===== src/rtl/branch_pkg.sv =====
`default_nettype none
// ============================================================================
// Module      : branch_pkg
// Description : Shared types and constants for the branch resolution slice.
//               Holds the in-flight entry layout, instruction size and
//               performance counter width, plus a saturating increment helper.
// Revision    : 1.0 - initial release
// ============================================================================
package branch_pkg;

  // Bytes per instruction: the fall-through address is pc + INSTR_BYTES
  localparam int INSTR_BYTES = 4;

  // Width of the performance counters
  localparam int COUNTER_W   = 32;

  // Address width of the canonical entry layout
  localparam int DEF_ADDR_W  = 32;

  // One tracked branch: where it lives, where it goes if taken, and what
  // decode guessed
  typedef struct packed {
    logic [DEF_ADDR_W-1:0] pc;
    logic [DEF_ADDR_W-1:0] target;
    logic                  pred;
  } entry_t;

  // Counter increment that sticks at all-ones instead of wrapping
  function automatic logic [COUNTER_W-1:0] sat_inc(input logic [COUNTER_W-1:0] v);
    logic [COUNTER_W-1:0] one;
    one = {{(COUNTER_W-1){1'b0}}, 1'b1};
    return (v == {COUNTER_W{1'b1}}) ? v : v + one;
  endfunction

endpackage : branch_pkg
`default_nettype wire


===== src/rtl/branch_inflight_fifo.sv =====
`default_nettype none
// ============================================================================
// Module      : branch_inflight_fifo
// Description : In-order queue of unresolved branches. Push at the tail, pop
//               the head, or clear the whole queue in one cycle (clear wins
//               over push/pop). Head data is read combinationally.
// Ports       : clk, rst_n          - clock, async active-low reset
//               push, pop, clear    - queue operations
//               wr_entry            - data written on push
//               head                - oldest entry (undefined when empty)
//               count, full, empty  - occupancy after the most recent edge
// Revision    : 1.0 - initial release
// ============================================================================
module branch_inflight_fifo
  import branch_pkg::*;
#(
  parameter int  DEPTH   = 4,
  parameter type ENTRY_T = entry_t,
  localparam int PTR_W   = $clog2(DEPTH),
  localparam int CNT_W   = $clog2(DEPTH) + 1
) (
  input  logic             clk,
  input  logic             rst_n,
  input  logic             push,
  input  logic             pop,
  input  logic             clear,
  input  ENTRY_T           wr_entry,
  output ENTRY_T           head,
  output logic [CNT_W-1:0] count,
  output logic             full,
  output logic             empty
);

  localparam logic [PTR_W-1:0] C_PTR_ONE = PTR_W'(1);
  localparam logic [CNT_W-1:0] C_CNT_ONE = CNT_W'(1);
  localparam logic [CNT_W-1:0] C_DEPTH   = CNT_W'(DEPTH);

  ENTRY_T           r_mem [DEPTH];
  logic [PTR_W-1:0] r_wr_ptr;
  logic [PTR_W-1:0] r_rd_ptr;
  logic [CNT_W-1:0] r_count;

  logic             w_push;
  logic             w_pop;

  // Guard against overflow/underflow locally so the pointers can never
  // drift out of step with the count, whatever the caller does.
  assign w_push = push && !full;
  assign w_pop  = pop  && !empty;

  assign full   = (r_count == C_DEPTH);
  assign empty  = (r_count == '0);
  assign count  = r_count;
  assign head   = r_mem[r_rd_ptr];

  // DEPTH is a power of two, so the pointers wrap naturally.
  always_ff @(posedge clk or negedge rst_n) begin
    if (!rst_n) begin
      r_wr_ptr <= '0;
      r_rd_ptr <= '0;
      r_count  <= '0;
    end else if (clear) begin
      r_wr_ptr <= '0;
      r_rd_ptr <= '0;
      r_count  <= '0;
    end else begin
      if (w_push) r_wr_ptr <= r_wr_ptr + C_PTR_ONE;
      if (w_pop)  r_rd_ptr <= r_rd_ptr + C_PTR_ONE;
      case ({w_push, w_pop})
        2'b10:   r_count <= r_count + C_CNT_ONE;
        2'b01:   r_count <= r_count - C_CNT_ONE;
        default: r_count <= r_count;
      endcase
    end
  end

  // Storage needs no reset: an entry is only ever read after it was written.
  always_ff @(posedge clk) begin
    if (w_push && !clear) begin
      r_mem[r_wr_ptr] <= wr_entry;
    end
  end

endmodule : branch_inflight_fifo
`default_nettype wire


===== src/rtl/branch_resolver.sv =====
`default_nettype none
// ============================================================================
// Module      : branch_resolver
// Description : Tracks conditional branches from decode to resolution and
//               compares each prediction with the real outcome. Mispredicts
//               raise a one-cycle flush with the corrected fetch address and
//               empty the tracking queue; every resolution sends a training
//               update to the predictor. Saturating performance counters.
// Ports       : clk, rst_n                     - clock, async active-low reset
//               dec_valid/pred_taken/pc/target - branch leaving decode
//               res_valid, res_taken           - head branch resolves
//               stall_out                      - queue full, decode holds
//               flush, redirect_pc             - mispredict recovery strobe
//               upd_valid/pc/taken             - predictor training strobe
//               branch_cnt, mispredict_cnt     - saturating counters
//               err_underflow                  - sticky: resolve when empty
// Revision    : 1.0 - initial release
// ============================================================================
module branch_resolver
  import branch_pkg::*;
#(
  parameter int DEPTH  = 4,
  parameter int ADDR_W = 32
) (
  input  logic                 clk,
  input  logic                 rst_n,
  input  logic                 dec_valid,
  input  logic                 dec_pred_taken,
  input  logic [ADDR_W-1:0]    dec_pc,
  input  logic [ADDR_W-1:0]    dec_target,
  input  logic                 res_valid,
  input  logic                 res_taken,
  output logic                 stall_out,
  output logic                 flush,
  output logic [ADDR_W-1:0]    redirect_pc,
  output logic                 upd_valid,
  output logic [ADDR_W-1:0]    upd_pc,
  output logic                 upd_taken,
  output logic [COUNTER_W-1:0] branch_cnt,
  output logic [COUNTER_W-1:0] mispredict_cnt,
  output logic                 err_underflow
);

  localparam int                CNT_W     = $clog2(DEPTH) + 1;
  localparam logic [CNT_W-1:0]  C_DEPTH   = CNT_W'(DEPTH);
  localparam logic [ADDR_W-1:0] C_PC_STEP = ADDR_W'(INSTR_BYTES);

  // Entry layout sized to this instance's address width
  typedef struct packed {
    logic [ADDR_W-1:0] pc;
    logic [ADDR_W-1:0] target;
    logic              pred;
  } inflight_t;

  inflight_t         w_wr_entry;
  inflight_t         w_head;
  logic [CNT_W-1:0]  w_count;
  logic              w_full;
  logic              w_empty;

  logic              w_res_fire;
  logic              w_mispred;
  logic              w_push;
  logic              w_pop;
  logic [ADDR_W-1:0] w_fallthrough;
  logic [ADDR_W-1:0] w_redirect;

  // --------------------------------------------------------------------------
  // Resolution and enqueue decisions
  // --------------------------------------------------------------------------
  // Resolution always looks at the head present before the edge, so a branch
  // pushed in the same cycle can never be the one resolved.
  assign w_res_fire = res_valid && !w_empty;
  assign w_mispred  = w_res_fire && (res_taken != w_head.pred);

  // A mispredict empties the queue; anything decoded alongside it is on the
  // wrong path and is dropped rather than pushed.
  assign w_push     = dec_valid && !w_full && !w_mispred;
  assign w_pop      = w_res_fire && !w_mispred;

  assign stall_out  = (w_count == C_DEPTH);

  assign w_wr_entry = '{pc: dec_pc, target: dec_target, pred: dec_pred_taken};

  // Fall-through wraps modulo 2^ADDR_W by construction of the adder width
  assign w_fallthrough = w_head.pc + C_PC_STEP;
  assign w_redirect    = res_taken ? w_head.target : w_fallthrough;

  branch_inflight_fifo #(
    .DEPTH   (DEPTH),
    .ENTRY_T (inflight_t)
  ) u_fifo (
    .clk      (clk),
    .rst_n    (rst_n),
    .push     (w_push),
    .pop      (w_pop),
    .clear    (w_mispred),
    .wr_entry (w_wr_entry),
    .head     (w_head),
    .count    (w_count),
    .full     (w_full),
    .empty    (w_empty)
  );

  // --------------------------------------------------------------------------
  // Registered strobes, payloads and counters
  // --------------------------------------------------------------------------
  // Payload registers only load when their strobe fires, so they hold the
  // last value in between.
  always_ff @(posedge clk or negedge rst_n) begin
    if (!rst_n) begin
      flush          <= 1'b0;
      redirect_pc    <= '0;
      upd_valid      <= 1'b0;
      upd_pc         <= '0;
      upd_taken      <= 1'b0;
      branch_cnt     <= '0;
      mispredict_cnt <= '0;
      err_underflow  <= 1'b0;
    end else begin
      flush     <= w_mispred;
      upd_valid <= w_res_fire;

      if (w_res_fire) begin
        upd_pc     <= w_head.pc;
        upd_taken  <= res_taken;
        branch_cnt <= sat_inc(branch_cnt);
      end

      if (w_mispred) begin
        redirect_pc    <= w_redirect;
        mispredict_cnt <= sat_inc(mispredict_cnt);
      end

      if (res_valid && w_empty) begin
        err_underflow <= 1'b1;
      end
    end
  end

endmodule : branch_resolver
`default_nettype wire


===== config.mk =====
export PLATFORM = sky130hd
export DESIGN_NAME = branch_resolver
export DESIGN_NICKNAME = d
export VERILOG_FILES = /design/src/rtl/branch_pkg.sv /design/src/rtl/branch_inflight_fifo.sv /design/src/rtl/branch_resolver.sv
export SDC_FILE = /design/constraint.sdc
export NUM_CORES = 1
export LEC_CHECK = 0
export BUFFER_PORTS_ARGS = -buffer_cell sky130_fd_sc_hd__buf_2
export CAP_MARGIN = 20
export CELL_PAD_IN_SITES_DETAIL_PLACEMENT = 0
export CELL_PAD_IN_SITES_GLOBAL_PLACEMENT = 1
export CORE_MARGIN = 2
export CORE_UTILIZATION = 50
export CTS_BUF_LIST = sky130_fd_sc_hd__clkbuf_8
export DETAILED_ROUTE_END_ITERATION = 10
export PLACE_DENSITY = 0.93
export SKIP_LAST_GASP = 1
export SYNTH_ARGS = -nofsm -noshare
export SYNTH_HDL_FRONTEND = slang
export SYNTH_HIERARCHICAL = 1
export SYNTH_SLANG_ARGS = --single-unit

===== constraint.sdc =====
create_clock -name clk -period 7.09 [get_ports clk]
set_clock_uncertainty 0.15 [all_clocks]
set_input_delay 2.127 -clock clk [delete_from_list [all_inputs] [get_ports clk]]
set_output_delay 2.127 -clock clk [all_outputs]
set_load 0.01 [all_outputs]

==> run_results.csv, run 1 <==
group,metric,value,unit
clock_network,cts_tree,"done",
sta,fin_crit,4.71,ns
setup_path,cp.arrival,4.84,ns
placed_design,io_buffers,202,
global_routing,grt_pass1_vias,9915,
routing,post-route-drc-count,0,
setup_path,worstSetupEndpoint,"u_fifo/r_mem[0][57]",
power,power_density,387,nW/um2
sta,rsz0062_at_grt,"false",
placed_design,hpwlAfterDp,23600,um
setup_path,critical_path.startpoint,"res_taken",
global_routing,grtUsageMet1,0.291,
synth,syn_nets,1146,
global_routing,met3_usage,0.0482,
sta,setup-violations-final,0,
synth,yosysSeqAreaShare,0.693,
synth,synth_edf_count,260,
setup_path,worst_setup_path_start_kind,"primary input",
clock_network,hold_buffers,0,
setup_path,worst-path-max-fanout,39,
routing,drtPass1Iterations,5,
synth,async_flop_share,0.348,
sta,hold_viol_final,0,
placed_design,placed_area,17700,um2
die,initial_utilization,0.504,
finish,nFillCells,2424,
power,p_seq_frac,0.452,
power,p_clk_frac,0.263,
sta,tightestPinTransition,0.953,ns
finish,stdcell_area,19000,um2
routing,routed_via_density,5.56,
clock_network,clk_latency,0.63,ns
run_status,outcome,"finished, final reports clean",
setup_path,rr_endpoint,"u_fifo/r_mem[0][57]",
global_routing,grt_max_degree,89,
clock_network,cts_sinks,399,
finish,instances_no_fill,1795,
die,die_x,184,um
clock_network,cts.repair.resized,0,
routing,drt-initial-drc-count,884,
finish,nets,1379,
die,io_pins,203,
routing,route.vias.total,9977,
setup_path,endpoint_kind,"register",
finish,final_util,0.588,
power,swShare,0.332,
power,totalPowerFinal,7.34,mW
placed_design,dp_cells,1681,
global_routing,antenna_found_initial,3,
synth,ys_ff_latch,399,
power,comb_power_share,0.286,
routing,wire_per_inst,20.1,um
synth,synthCells,1068,
routing,totalWireLength,36100,um
clock_network,cts_max_level,2,
synth,synth_flop_cell,"edfxtp_1",
placed_design,gp_congestion,0.834,
global_routing,grt_pass1_wl,55500,um
finish,final_common_cell,"edfxtp_1",
setup_path,reg2reg_from,"u_fifo/r_rd_ptr[0]",
clock_network,cts.path.max_buffers,3,
setup_path,ff2ff_path_depth,10,
setup_path,critPathKind,"in2reg",
power,power.switching,2.44,mW
sta,final.setup.tns,0,ns
die,core_area,32300,um2
power,peakVddDrop,0.000261,V
setup_path,crit_required,7.22,ns
sta,drv_slew,0,
worst_hold_path,hp-class,"reg2reg",
global_routing,grt_usage,0.214,
global_routing,grt_util_met2,0.346,
global_routing,grt_remaining_overflow,0,
global_routing,grt-busiest-layer,"met2",
sta,fmax,0.212,GHz
run,maxCapViolCount,0,
setup_path,rrSetupSlack,2.70,ns
synth,synth_cell_type_count,54,
finish,layout_common_cells,"edfxtp_1, buf_2, dfrtp_1",
die,die_area,34000,um2
clock_network,post_cts_buffers,0,
die,die_h,184,um
sta,fin_crit_sh,0.665,
clock_network,cts-root-buf,"clkbuf_8",
synth,synth.avg_cell_area,15.2,um2
finish,drive_above_1_share,0.287,
clock_network,clkTransAtPathRegs,0.06,ns
sta,slew_headroom,0.365,
power,p_leak,7.34,nW
synth,ys_warn_count,6,
finish,syn_to_final_growth,16.5,%
power,p_int,4.91,mW
clock_network,numCtsBuffers,60,
routing,drtAntennaViolNets,0,
die,rows,66,
synth,synth_area,16300,um2
-- cell usage after synthesis (2+ instances only) --
library cell / number / share of area
edfxtp_1: 260 / 0.48
buf_12: 4 / 0.0049
a211oi_1: 4 / 0.0018
nand4_1: 35 / 0.013
inv_1: 17 / 0.0039
xnor2_1: 74 / 0.040
a21o_1: 2 / 0.00092
and2_1: 11 / 0.0042
and4_1: 10 / 0.0054
clkbuf_1: 26 / 0.0060
buf_6: 2 / 0.0014
nor2_1: 52 / 0.012
nor4_1: 3 / 0.0012
or2_1: 3 / 0.0012
or4_1: 2 / 0.00092
buf_2: 11 / 0.0034
nor3b_1: 4 / 0.0018
nand2b_1: 7 / 0.0027
o21ai_1: 3 / 0.00092
dfrtp_1: 139 / 0.21
nand3_1: 32 / 0.0098
mux2_2: 2 / 0.0014
and3_1: 14 / 0.0054
xor2_1: 17 / 0.0091
buf_1: 3 / 0.00069
nand2_1: 136 / 0.031
mux2i_1: 6 / 0.0037
buf_4: 3 / 0.0014
a21oi_1: 30 / 0.0092
nor3_1: 16 / 0.0049
ha_1: 7 / 0.0054
o22ai_1: 18 / 0.0069
o21ai_0: 27 / 0.0083
nor3_2: 3 / 0.0018
a31oi_1: 2 / 0.00077
mux4_2: 65 / 0.090
-- worst max-delay path, cell delays in order --
cell,delay [ns]
buf_2,0.11
xor2_1,0.18
nand2_2,0.08
inv_1,0.04
buf_4,0.24
nor3b_1,0.22
buf_4,0.20
nor3b_1,0.32
and2_2,0.82
buf_4,0.43
-- registers in the layout, summed over array words and instances, names as in the netlist, 2 cells and up --
register,count
branch_cnt,32
mispredict_cnt,32
redirect_pc,32
u_fifo/count,3
u_fifo/r_mem,260
u_fifo/r_rd_ptr,2
u_fifo/r_wr_ptr,2
upd_pc,32
-- worst min path at each step --
| stage | start | to | slack (ns) | cells after the start |
|---|---|---|---|---|
| finish | err_underflow | err_underflow | 0.32 | 1 |
| global placement | redirect_pc[5] | redirect_pc[5] | 0.31 | 2 |
| CTS | err_underflow | err_underflow | 0.32 | 1 |
| detailed placement | upd_pc[17] | upd_pc[17] | 0.31 | 2 |
| floorplan | err_underflow | err_underflow | 0.34 | 1 |
| global route | upd_pc[20] | upd_pc[20] | 0.35 | 2 |
-- cells by family (layout without fill, tap and decap cells) --
kind of cell	after synthesis	after routing	synth area share
buffers and inverters	67	351	0.0219
and+or+nand+nor	335	335	0.101
other	0	1	0
muxes	73	73	0.0950
AOI/OAI and AO/OA	95	95	0.0339
DFF	399	399	0.693
adders and majority gates	8	8	0.00661
xor gates and xnor gates	91	91	0.0489
-- layout make-up --
type,instances,area (um2),area share
clock inverters,44,309,0.0163
clock buffers,69,950,0.0500
diodes,1,2.50,0.000132
repair buffers,220,1150,0.0607
inverters,18,67.6,0.00356
multi-input cells,602,4650,0.245
well taps,442,553,0.0291
flip-flops and latches,399,11300,0.595
-- power groups by stage --
stage                     Sequential [mW]  Clock (mW)  Combinational [mW]
after global routing                 3.36        2.07                2.29
final                                3.32        1.93                2.10
after floorplan                      3.33           0                1.39
after CTS                            3.31        1.97                2.12
after detailed placement             3.35           0                2.11
after global placement               3.33           0                2.06
-- through the flow --
stage          hold slack [ns]  setup WS (ns)
2_1_floorplan            0.343          0.885
3_5_place_dp             0.309           1.74
3_3_place_gp             0.310           1.80
5_1_grt                  0.351           2.15
6_report                 0.320           2.38
4_1_cts                  0.323           2.38
-- routing by layer --
metal  routed length [um]  share of wire
met1                14600           0.41
met2                17200           0.48
met3                 3230          0.090
met4                  928          0.026
met5                   28        0.00078
No activity file was read; power rests on OpenSTA's default activity.
==> inputs of run 2 (changes only) <==
clock period = 4.6 ns   (was 7.09 ns; I/O delays follow)
==> run 2 against run 1 <==
Compared with the run above: routed wire length is 1.1% higher; sequential share of layout area down 0.80 points; worst hold slack worse by 0.015 ns; combinational power is 59% higher; sequential power grew 53%; setup slack got worse by 1.1 ns; die area unchanged; global-route usage rose by 0.22 points; design area is 1.4% higher; non-clock buffer count up 10; critical endpoint is now u_fifo/count[1].
==> run_results.csv, run 2 (synthesized netlist as in run 1, its figures left out) <==
group,metric,value,unit
run_status,outcome,"finished, final reports clean",
finish,nets,1395,
setup_path,crit_required,4.92,ns
clock_network,cts_sinks,399,
sta,fin_crit_sh,0.733,
setup_path,worstSetupEndpoint,"u_fifo/count[1]",
clock_network,clk_latency,0.58,ns
global_routing,grt_usage,0.217,
global_routing,grt_remaining_overflow,0,
routing,route.vias.total,10100,
setup_path,cp_cell_sequence,"mux4_2, xor2_1, nand2_2, inv_1, nor3b_1, buf_4, a21oi_1, fa_1, inv_1, a311oi_1, a21oi_1, a211oi_1",
sta,tightestPinTransition,0.843,ns
setup_path,critPathMaxStageDelay,0.65,ns
die,die_h,184,um
routing,wire_per_inst,20.1,um
routing,drt-initial-drc-count,927,
sta,setup-violations-final,0,
setup_path,crit_path_top_delay_cell,"dfrtp_4",
setup_path,cp.arrival,3.70,ns
clock_network,hold_buffers,0,
setup_path,worst-path-buf-inv,3,
setup_path,critPathKind,"reg2reg",
placed_design,gp_congestion,0.806,
setup_path,cp_top_family,"flip-flops",
setup_path,endpoint_kind,"register",
global_routing,grt_pass1_vias,9984,
sta,hold_ws,0.305,ns
setup_path,rrSetupSlack,1.23,ns
sta,slew_headroom,0.438,
setup_path,worst_setup_path_start_kind,"register",
clock_network,cts-root-buf,"clkbuf_8",
sta,fmax,0.296,GHz
routing,post-route-drc-count,0,
setup_path,reg2reg_from,"u_fifo/r_rd_ptr[0]",
die,die_x,184,um
routing,routed_via_density,5.56,
placed_design,hpwlAfterDp,24100,um
die,die_area,34000,um2
finish,regMostFlops,"u_fifo/r_mem",
routing,drtPass1Iterations,5,
routing,totalWireLength,36400,um
setup_path,critical_path.startpoint,"u_fifo/r_rd_ptr[0]",
die,core_area,32300,um2
sta,fin_crit,3.37,ns
global_routing,antenna_found_initial,3,
sta,hold_viol_final,0,
power,power_density,602,nW/um2
setup_path,rr_endpoint,"u_fifo/count[1]",
run,maxCapViolCount,0,
power,totalPowerFinal,11.6,mW
die,rows,66,
global_routing,grt_max_degree,83,
finish,syn_to_final_growth,18.1,%
global_routing,grt_pass1_wl,55900,um
sta,rsz0062_at_grt,"false",
clock_network,clkTransAtPathRegs,0.06,ns
sta,drv_slew,0,
finish,final_util,0.596,
finish,layout_common_cells,"edfxtp_1, buf_2, dfrtp_1",
clock_network,numCtsBuffers,66,
finish,largest_reg_flops,260,
clock_network,cts_tree,"done",
power,peakVddDrop,0.000351,V
finish,nFillCells,2426,
clock_network,post_cts_buffers,0,
clock_network,cts.path.max_buffers,3,
routing,drtAntennaViolNets,0,
worst_hold_path,hp-class,"reg2reg",
setup_path,worst-path-max-fanout,17,
die,io_pins,203,
setup_path,ff2ff_path_depth,12,
power,p_leak,7.47,nW
clock_network,cts.repair.resized,0,
finish,final_common_cell,"edfxtp_1",
clock_network,cts_max_level,3,
placed_design,io_buffers,202,
finish,drive_above_1_share,0.301,
die,initial_utilization,0.504,
setup_path,crit_cells,12,
## run 2: stage by stage
step	instances	TNS (ns)	cell area (um2)	setup slack (ns)
after floorplan	1068	-40.36	16300	-0.155
after global placement	1691	0	17900	0.931
after detailed placement	1691	0	17900	0.930
after CTS	1812	0	19200	1.18
after global routing	1812	0	19200	0.913
final	1815	0	19200	1.23
## run 2: layer usage
metal	up-vias	wire length [um]	track usage
met5	-	9	0
met4	2	950	0.0790
met3	70	3010	0.0518
met2	407	17500	0.344
met1	5100	15000	0.294
li1	4519	-	-
## run 2: power by group
group	switching [mW]	internal, mW
registers	0.470	4.62
logic	1.95	1.39
clock network	1.39	1.76
## run 2: final cells by class
type                       count  area (um2)  share of cell area
timing repair buffer         230        1290              0.0671
sequential                   399       11300               0.587
clock inverter                41         275              0.0143
inverter                      18        67.6             0.00351
tap                          442         553              0.0287
antenna                        3        7.51            0.000390
multi-input combinational    602        4650               0.242
clock buffer                  80        1100              0.0572
## run 2: how the worst min path moves through the flow
stage                        startpoint             to  cells past startpoint
after global routing      err_underflow  err_underflow                      1
after global placement       upd_pc[29]     upd_pc[29]                      2
final                     err_underflow  err_underflow                      1
after CTS                 err_underflow  err_underflow                      1
after floorplan           err_underflow  err_underflow                      1
after detailed placement  err_underflow  err_underflow                      1
==> inputs of run 3 (changes only) <==
ABC_AREA = 1   (was default)
CORE_UTILIZATION = 48   (was 50)
PLACE_DENSITY = 0.94   (was 0.93)
clock period = 3.18 ns   (was 4.6 ns; I/O delays follow)
==> run 3 against run 2 <==
Compared with the run above: design area is 12% higher; power is 64% higher; clock power is 34% higher; synthesized cell count is 73% higher; setup slack worse by 1.0 ns; via count is 41% higher; largest cell class unchanged; register-to-register slack worse by 1.0 ns; core utilization is 2.4 points lower; count of clock-buffer cells in the layout is 8 lower; critical path type unchanged; final cell count is 47% higher; non-clock buffer count is 38 higher.
==> run_results.csv, run 3 <==
group,metric,value,unit
clock_network,cts_sinks,399,
synth,synth.largest_area_cell,"edfxtp_1",
sta,hold_ws,0.132,ns
power,power_density,882,nW/um2
routing,drt-initial-drc-count,978,
clock_network,post_cts_buffers,0,
die,initial_utilization,0.488,
global_routing,grt_usage,0.248,
clock_network,numCtsBuffers,67,
power,totalPowerFinal,19.0,mW
global_routing,grt_max_degree,88,
die,die_x,200,um
die,die_h,200,um
routing,post-route-drc-count,0,
global_routing,grt_pass1_wl,75200,um
sta,fin_crit_sh,0.935,
finish,layout_common_cells,"nand2_1, nor2_1, edfxtp_1",
placed_design,gp_congestion,0.954,
placed_design,io_buffers,202,
placed_design,hpwlAfterDp,34000,um
global_routing,grt_remaining_overflow,0,
finish,final_util,0.572,
setup_path,endpoint_kind,"register",
setup_path,cp_top_family,"compound AO/OA/AOI/OAI gates",
synth,async_flop_share,0.348,
sta,hold_viol_final,0,
power,p_leak,8.92,nW
synth,yosysSeqAreaShare,0.613,
global_routing,grt_pass1_vias,13800,
routing,routed_via_density,5.34,
global_routing,antenna_found_initial,1,
synth,synthTopCellsByArea,"edfxtp_1, dfrtp_1, nand2_1",
finish,final_common_cell,"nand2_1",
synth,synth_cell_type_count,40,
routing,drtAntennaViolNets,0,
run,maxCapViolCount,0,
routing,route.vias.total,14200,
routing,wire_per_inst,18.5,um
clock_network,clkTransAtPathRegs,0.06,ns
die,die_area,39900,um2
sta,setup-violations-final,0,
clock_network,cts_max_level,3,
synth,yosysMostFrequentCell,"nand2_1",
sta,rsz0062_at_grt,"false",
sta,fmax,0.336,GHz
finish,regMostFlops,"u_fifo/r_mem",
die,io_pins,203,
synth,synth.avg_cell_area,9.97,um2
finish,syn_to_final_growth,17.1,%
setup_path,critPathMaxStageDelay,0.53,ns
routing,totalWireLength,49300,um
finish,largest_reg_flops,260,
setup_path,crit_required,3.32,ns
placed_design,placed_area,20300,um2
sta,slew_headroom,0.505,
clock_network,cts-root-buf,"clkbuf_8",
setup_path,cp_cell_sequence,"o21ai_0, o22ai_4, xnor2_4, nor2_8, inv_4, nand2_1, nor2_1, inv_1, a21oi_4, nand2_4, nor2_4, buf_4",
setup_path,worst_setup_path_start_kind,"register",
run_status,outcome,"finished, final reports clean",
finish,nets,2185,
finish,antenna_cells,0,
routing,drtPass1Iterations,6,
synth,synthCells,1845,
sta,tightestPinTransition,0.742,ns
setup_path,critPathKind,"reg2reg",
synth,ys_ff_latch,399,
power,peakVddDrop,0.000462,V
finish,drive_above_1_share,0.214,
setup_path,worst-path-buf-inv,3,
setup_path,cp.arrival,3.11,ns
synth,yosys.area.top_type_share,0.424,
clock_network,cts.path.max_buffers,3,
setup_path,crit_path_top_delay_cell,"dfrtp_4",
synth,synth_common_cells,"nand2_1, nor2_1, edfxtp_1, o21ai_0, dfrtp_1",
synth,synth_edf_count,260,
sta,final.setup.tns,0,ns
worst_hold_path,hp-class,"in2async",
sta,fin_crit,2.97,ns
synth,syn_nets,1923,
clock_network,cts_tree,"done",
synth,synth_flop_cell,"edfxtp_1",
finish,stdcell_area,21500,um2
clock_network,hold_buffers,0,
clock_network,clk_latency,0.62,ns
setup_path,worst-path-max-fanout,14,
die,rows,71,
sta,drv_slew,0,
synth,ys_warn_count,6,
synth,synth_area,18400,um2
die,core_area,37700,um2
[run 3: cell count changes in the layout (fill, tap and decap cells not counted), sizes merged, moves of 29 or more]
| cell | delta |
|---|---|
| nand2 | +400 |
| nor2 | +277 |
| o21ai | +165 |
| inv | +83 |
| mux4 | -65 |
| xnor2 | -57 |
| o22ai | +47 |
| buf | +37 |
| nand3b | +29 |
[run 3: area by class of cell]
class	instances	area, um2
clock inverter	43	239
inverter	83	319
multi-input combinational	1288	6380
fill	3250	16100
timing repair buffer	268	1690
sequential	399	11300
tap	511	639
clock buffer	72	991
[run 3: path summary, 6_finish.rpt]
kind | from | end | slack, ns | cells after the start
setup / recovery | u_fifo/r_rd_ptr[0] | u_fifo/r_mem[1][20] | 0.21 | 12
hold / removal | rst_n | branch_cnt[5] | 0.13 | 1
setup reg to reg | u_fifo/r_rd_ptr[0] | u_fifo/r_mem[1][20] | 0.21 | 12
hold reg to reg | upd_pc[8] | upd_pc[8] | 0.32 | 2
max in group asynchronous | rst_n | u_fifo/r_rd_ptr[0] | 2.01 | 2
min in group clk | upd_pc[8] | upd_pc[8] | 0.32 | 2
[run 3: report_power, final]
group / leakage [nW] / internal [mW] / switching, mW
registers: 4.15 / 6.73 / 0.662
logic: 4.05 / 2.46 / 4.93
clock network: 0.731 / 2.18 / 2.04
total: 8.92 / 11.4 / 7.63
[run 3: cells by family after synthesis]
family / Yosys count / synth area share
flip-flops: 399 / 0.613
XOR/XNOR: 29 / 0.0142
buffers and inverters: 158 / 0.0439
AND/OR/NAND/NOR: 957 / 0.225
adder cells (fa/ha/maj): 8 / 0.00585
AO/OA/AOI/OAI: 294 / 0.0978
[run 3: per-stage QoR]
step                cells  setup WS [ns]
floorplan            1845         -0.489
global placement     2548          0.119
detailed placement   2548          0.128
CTS                  2663          0.147
global route         2664       0.000753
finish               2664          0.208
[run 3: what timing repair did]
| action | in CTS | in global routing |
|---|---|---|
| setup endpoints to repair | 0 | 11 |
| endpoints found under the hold margin | 0 | 0 |
| gates resized for setup | 0 | 4 |
[run 3: routing by layer]
| metal | global-route usage | vias to the layer above | part of all wire |
|---|---|---|---|
| li1 | - | 6723 | - |
| met3 | 0.0501 | 110 | 0.073 |
| met5 | 0 | - | 0.00024 |
| met4 | 0.117 | 2 | 0.040 |
| met1 | 0.322 | 6825 | 0.41 |
| met2 | 0.404 | 567 | 0.48 |
